==> src/rtl/booth_mac_controller.sv <==
// booth_mac_controller
// Sequencer in front of an 8-bit Booth multiplier. Buffers signed operand
// pairs in a small FIFO and issues them one at a time over the multiplier's
// start/ready handshake. Each 16-bit product is sign-extended and added into
// a frame accumulator. When the frame's last pair has been captured, the sum
// and a sticky signed-overflow flag are offered downstream.
//
// Ports
//   clk, rst              rising-edge clock, synchronous active-high reset
//   in_valid/in_ready     operand stream handshake (in_ready = FIFO not full)
//   in_a, in_b, in_last   signed multiplicand, signed multiplier, frame end
//   mul_m, mul_r          registered operands to the multiplier
//   mul_start             one-cycle start pulse to the multiplier
//   mul_ready, mul_ans    multiplier idle flag and signed 16-bit product
//   out_valid/out_ready   frame result handshake
//   acc_out, acc_ovf      live signed accumulator and sticky overflow flag
module booth_mac_controller #(
    parameter int DEPTH = 4,
    parameter int ACC_W = 20
) (
    input  logic             clk,
    input  logic             rst,
    input  logic             in_valid,
    output logic             in_ready,
    input  logic [7:0]       in_a,
    input  logic [7:0]       in_b,
    input  logic             in_last,
    output logic [7:0]       mul_m,
    output logic [7:0]       mul_r,
    output logic             mul_start,
    input  logic             mul_ready,
    input  logic [15:0]      mul_ans,
    output logic             out_valid,
    input  logic             out_ready,
    output logic [ACC_W-1:0] acc_out,
    output logic             acc_ovf
);
    localparam int PTR_W = $clog2(DEPTH);
    localparam int CNT_W = PTR_W + 1;

    typedef enum logic [2:0] {
        IDLE,
        ISSUE,
        WAIT_LO,
        WAIT_HI,
        DONE
    } state_t;

    state_t                  state_q, state_d;
    logic [16:0]             fifo_mem_q [DEPTH];
    logic [16:0]             fifo_mem_d [DEPTH];
    logic [PTR_W-1:0]        wr_ptr_q, wr_ptr_d;
    logic [PTR_W-1:0]        rd_ptr_q, rd_ptr_d;
    logic [CNT_W-1:0]        count_q, count_d;
    logic [7:0]              mul_m_q, mul_m_d;
    logic [7:0]              mul_r_q, mul_r_d;
    logic                    last_q, last_d;
    logic signed [ACC_W-1:0] acc_q, acc_d;
    logic                    ovf_q, ovf_d;
    logic signed [ACC_W-1:0] prod_ext;
    logic signed [ACC_W-1:0] sum;
    logic                    push;
    logic                    pop;

    function automatic logic signed [ACC_W-1:0] sext_prod(input logic [15:0] p);
        return ACC_W'($signed(p));
    endfunction

    // Two's-complement overflow: equal-sign addends whose sum flips sign.
    function automatic logic add_ovf(input logic signed [ACC_W-1:0] a,
                                     input logic signed [ACC_W-1:0] b,
                                     input logic signed [ACC_W-1:0] s);
        return (a[ACC_W-1] == b[ACC_W-1]) && (s[ACC_W-1] != a[ACC_W-1]);
    endfunction

    // Fullness comes from the registered count only, so a pop in the same
    // cycle never opens room for that cycle's push.
    assign in_ready = (count_q != CNT_W'(DEPTH));
    assign push     = in_valid && in_ready;
    // The mul_ready gate also keeps us from reissuing after a reset while
    // the multiplier is still finishing an abandoned product.
    assign pop      = (state_q == IDLE) && (count_q != '0) && mul_ready;

    // Operand FIFO
    always_comb begin
        fifo_mem_d = fifo_mem_q;
        wr_ptr_d   = wr_ptr_q;
        rd_ptr_d   = rd_ptr_q;
        count_d    = count_q;
        if (push) begin
            fifo_mem_d[wr_ptr_q] = {in_last, in_a, in_b};
            wr_ptr_d             = wr_ptr_q + PTR_W'(1);
        end
        if (pop) begin
            rd_ptr_d = rd_ptr_q + PTR_W'(1);
        end
        if (push && !pop) begin
            count_d = count_q + CNT_W'(1);
        end else if (!push && pop) begin
            count_d = count_q - CNT_W'(1);
        end
    end

    // Issue / accumulate sequencer
    always_comb begin
        state_d   = state_q;
        mul_m_d   = mul_m_q;
        mul_r_d   = mul_r_q;
        last_d    = last_q;
        acc_d     = acc_q;
        ovf_d     = ovf_q;
        mul_start = 1'b0;
        out_valid = 1'b0;
        prod_ext  = sext_prod(mul_ans);
        sum       = acc_q + prod_ext;
        case (state_q)
            IDLE: begin
                if (pop) begin
                    {last_d, mul_m_d, mul_r_d} = fifo_mem_q[rd_ptr_q];
                    state_d                    = ISSUE;
                end
            end
            ISSUE: begin
                mul_start = 1'b1;
                state_d   = WAIT_LO;
            end
            WAIT_LO: begin
                // No timeout: a stalled multiplier simply holds us here.
                if (!mul_ready) begin
                    state_d = WAIT_HI;
                end
            end
            WAIT_HI: begin
                if (mul_ready) begin
                    acc_d   = sum;
                    ovf_d   = ovf_q | add_ovf(acc_q, prod_ext, sum);
                    state_d = last_q ? DONE : IDLE;
                end
            end
            DONE: begin
                out_valid = 1'b1;
                if (out_ready) begin
                    acc_d   = '0;
                    ovf_d   = 1'b0;
                    state_d = IDLE;
                end
            end
            default: state_d = IDLE;
        endcase
    end

    always_ff @(posedge clk) begin
        if (rst) begin
            state_q  <= IDLE;
            wr_ptr_q <= '0;
            rd_ptr_q <= '0;
            count_q  <= '0;
            mul_m_q  <= '0;
            mul_r_q  <= '0;
            last_q   <= 1'b0;
            acc_q    <= '0;
            ovf_q    <= 1'b0;
        end else begin
            state_q  <= state_d;
            wr_ptr_q <= wr_ptr_d;
            rd_ptr_q <= rd_ptr_d;
            count_q  <= count_d;
            mul_m_q  <= mul_m_d;
            mul_r_q  <= mul_r_d;
            last_q   <= last_d;
            acc_q    <= acc_d;
            ovf_q    <= ovf_d;
        end
    end

    // FIFO storage is pure data; the count and pointers say what is valid.
    always_ff @(posedge clk) begin
        fifo_mem_q <= fifo_mem_d;
    end

    assign mul_m   = mul_m_q;
    assign mul_r   = mul_r_q;
    assign acc_out = acc_q;
    assign acc_ovf = ovf_q;

endmodule

==> config.mk <==
export PLATFORM = sky130hd
export DESIGN_NAME = booth_mac_controller
export DESIGN_NICKNAME = d
export VERILOG_FILES = /design/src/rtl/booth_mac_controller.sv
export SDC_FILE = /design/constraint.sdc
export NUM_CORES = 1
export LEC_CHECK = 0
export BUFFER_PORTS_ARGS = -buffer_cell sky130_fd_sc_hd__buf_2
export CAP_MARGIN = 20
export CORE_MARGIN = 3
export CORE_UTILIZATION = 33
export DETAILED_ROUTE_END_ITERATION = 16
export GPL_ROUTABILITY_DRIVEN = 0
export PLACE_DENSITY = 0.58
export SETUP_SLACK_MARGIN = 0.5
export SLEW_MARGIN = 10
export SYNTH_ARGS = -nofsm -noshare
export SYNTH_HDL_FRONTEND = slang
export SYNTH_SLANG_ARGS = --single-unit
==> constraint.sdc <==
create_clock -name clk -period 7.05 [get_ports clk]
set_clock_uncertainty 0.2 [all_clocks]
set_input_delay 1.0575 -clock clk [delete_from_list [all_inputs] [get_ports clk]]
set_output_delay 1.0575 -clock clk [all_outputs]
set_load 0.05 [all_outputs]
==> flow_summary.ini <==
[detailed_routing]
vias_per_cell = 4.824
drt_pre_antenna_iters = 4
routed_wirelength_um = 11090
vias = 3483
drt_iter0_drc = 189
routedWlPerCell_um = 15.36
drc_errors = 0
ant_nets = 0

[clock_network]
clock_sinks = 116
cts_resized = 0
cts_buffer_depth = 2
post_cts_buffers = 0
clk_latency_ps = 410
cts_hold_buf = 0
numCtsBuffers = 17
clockRootBuffer = clkbuf_16
h-tree-depth = 4
clkTransAtPathRegs_ps = 60
cts_tree = built

[grt]
grt_pass1_vias = 3591
grt_max_degree = 39
gr-usage-met2 = 0.2224
grt_pass1_wl_um = 18160
antenna_found_initial = 0
busiest_layer = met2
use_met1 = 0.1633
grt.total_usage = 0.1344
overflow = 0
use_met3 = 0.04403

[timing]
fin_setup_tns_ps = 0
timing.fmax_ghz = 0.2888
hold_viol_final = 0
maxSlewViolCount = 0
period_needed_ps = 3463
slew_headroom = 0.3485
whs_ps = 258.2
rsz0062_at_grt = false
worst_slew_pin_slew_ps = 975.9
fin_crit_sh = 0.4912
setup_viol = 0
setup_ws_ps = 3587

[worst_setup_path]
start_kind = input port
cp_data_required_time_ps = 7190
cp.arrival_ps = 3600
path_class = input port to register
crit_fanout = 20
endpoint_kind = register

[cells_and_area]
synthToLayoutAreaGrowth_pct = 22.51
drive_gt1_frac = 0.2667
post-route-cell-area_um2 = 6334
final_net_count = 561

[logic_synthesis]
synth_common_cells = edfxtp_1, nand2_1, dfxtp_1, a21oi_1, nor2_1
synthArstFlopShare = 0
syn-instance-count = 419
synth_area_leaders = edfxtp_1, dfxtp_1, mux4_2, ha_1, a21oi_1
synth_cell_types = 48
yosysSeqAreaShare = 0.5808
synth_edf_count = 68
synth_most_common_cell = edfxtp_1
synth_top_area_cell = edfxtp_1
syn_avg_cell_area_um2 = 12.34
synth_top_cell_area_share = 0.3950
synth_warnings = 0
netlist_area_um2 = 5170
synth_seq_cells = 116
syn-num-nets = 483
synth_flop_cell = edfxtp_1

[floorplanning]
start_util = 0.3388
num_rows = 45
coreArea_um2 = 15260
dieArea_um2 = 17200
ios = 78
die_h_um = 131.2
dieWidth_um = 131.2

[pwr]
p_leak_nw = 2.515
power_density_nw_per_um2 = 351.0
ir_worst_vdd_uv = 218.4
finalPower_mw = 2.223

[placement]
placed_area_um2 = 5759
dp_worst_setup_slack_ps = 3134
io_buffers = 77
dp_hpwl_um = 7352

[run_status]
outcome = finished, final reports clean

[run]
drv_cap = 0

[hold_path]
min_path_type = register to register
-- layout by cell type (no fill, tap or decap), drive strengths merged, types with 2 or more instances in the layout --
| cell | instances |
|---|---|
| xor2 | 7 |
| nor3 | 4 |
| a22o | 10 |
| nor2b | 2 |
| clkbuf | 17 |
| a211oi | 2 |
| edfxtp | 68 |
| a21o | 7 |
| fa | 2 |
| xnor2 | 15 |
| ha | 24 |
| a22oi | 5 |
| nand2 | 51 |
| a31oi | 2 |
| clkinv | 7 |
| mux4 | 17 |
| o21bai | 2 |
| inv | 18 |
| a21oi | 43 |
| buf | 79 |
| a221oi | 2 |
| and3 | 10 |
| nand3 | 7 |
| and2 | 3 |
| a32o | 2 |
| nand2b | 2 |
| nor2 | 25 |
| dfxtp | 48 |
| o21ai | 12 |
| or3 | 2 |
-- worst max-delay path, stage by stage --
cell	delay, ps
buf_2	100
nor2b_1	230
o31ai_1	140
nor3_2	110
buf_4	280
clkinv_1	490
ha_1	410
inv_1	80
fa_1	170
xor2_1	70
or3_1	300
a21oi_1	140
-- kinds of logic (layout without fill, tap and decap cells) --
logic type / Yosys count / count (layout) / synth area share
buffers and inverters: 32 / 123 / 0.02420
AOI/OAI and AO/OA: 95 / 95 / 0.1215
muxes: 18 / 18 / 0.07599
and+or+nand+nor: 110 / 110 / 0.09439
adders and majority gates: 26 / 26 / 0.06583
xor gates and xnor gates: 22 / 22 / 0.03727
other: 0 / 1 / 0
DFF: 116 / 116 / 0.5808
-- metrics by stage --
| stage | cells | utilization |
|---|---|---|
| after floorplan | 419 | - |
| after global placement | 689 | 0.3775 |
| after detailed placement | 689 | 0.3775 |
| after CTS | 721 | 0.4149 |
| after global routing | 721 | 0.4149 |
| final | 722 | 0.4151 |
-- sequential cells by signal, indices dropped and copies added (netlist names) --
register,count
acc_out,20
acc_ovf,1
count_q,3
fifo_mem_q,68
last_q,1
mul_m,8
mul_r,8
rd_ptr_q,2
state_q,3
wr_ptr_q,2
-- layout make-up --
| class | instances | area, µm² |
|---|---|---|
| flip-flops and latches | 116 | 3003 |
| clock inverters | 15 | 146.4 |
| well taps | 211 | 264.0 |
| inverters | 12 | 45.04 |
| diodes | 1 | 2.502 |
| fillers | 1452 | 8925 |
| repair buffers | 79 | 400.4 |
| multi-input cells | 271 | 2047 |
| clock buffers | 17 | 425.4 |
-- worst paths after layout --
kind / start / to / slack, ps / cells past startpoint
hold / removal: mul_r[7] / mul_r[7] / 260 / 2
hold reg to reg: mul_r[7] / mul_r[7] / 260 / 2
setup / recovery: mul_ready / count_q[2] / 3590 / 12
setup reg to reg: state_q[2] / count_q[2] / 3990 / 11
-- per-layer routing --
metal | vias to the layer above | part of all wire
met1 | 1669 | 0.45
met4 | 0 | 0.0075
met2 | 88 | 0.48
met3 | 9 | 0.059
li1 | 1717 | -
met5 | - | 0
-- power by group --
part	switching (mW)	leakage, nW	total [mW]	internal (mW)
combinational	0.320	1.22	0.510	0.190
sequential	0.0682	1.01	0.882	0.814
clock	0.337	0.281	0.831	0.494
Note: power is estimated with default switching activity, not from simulation.
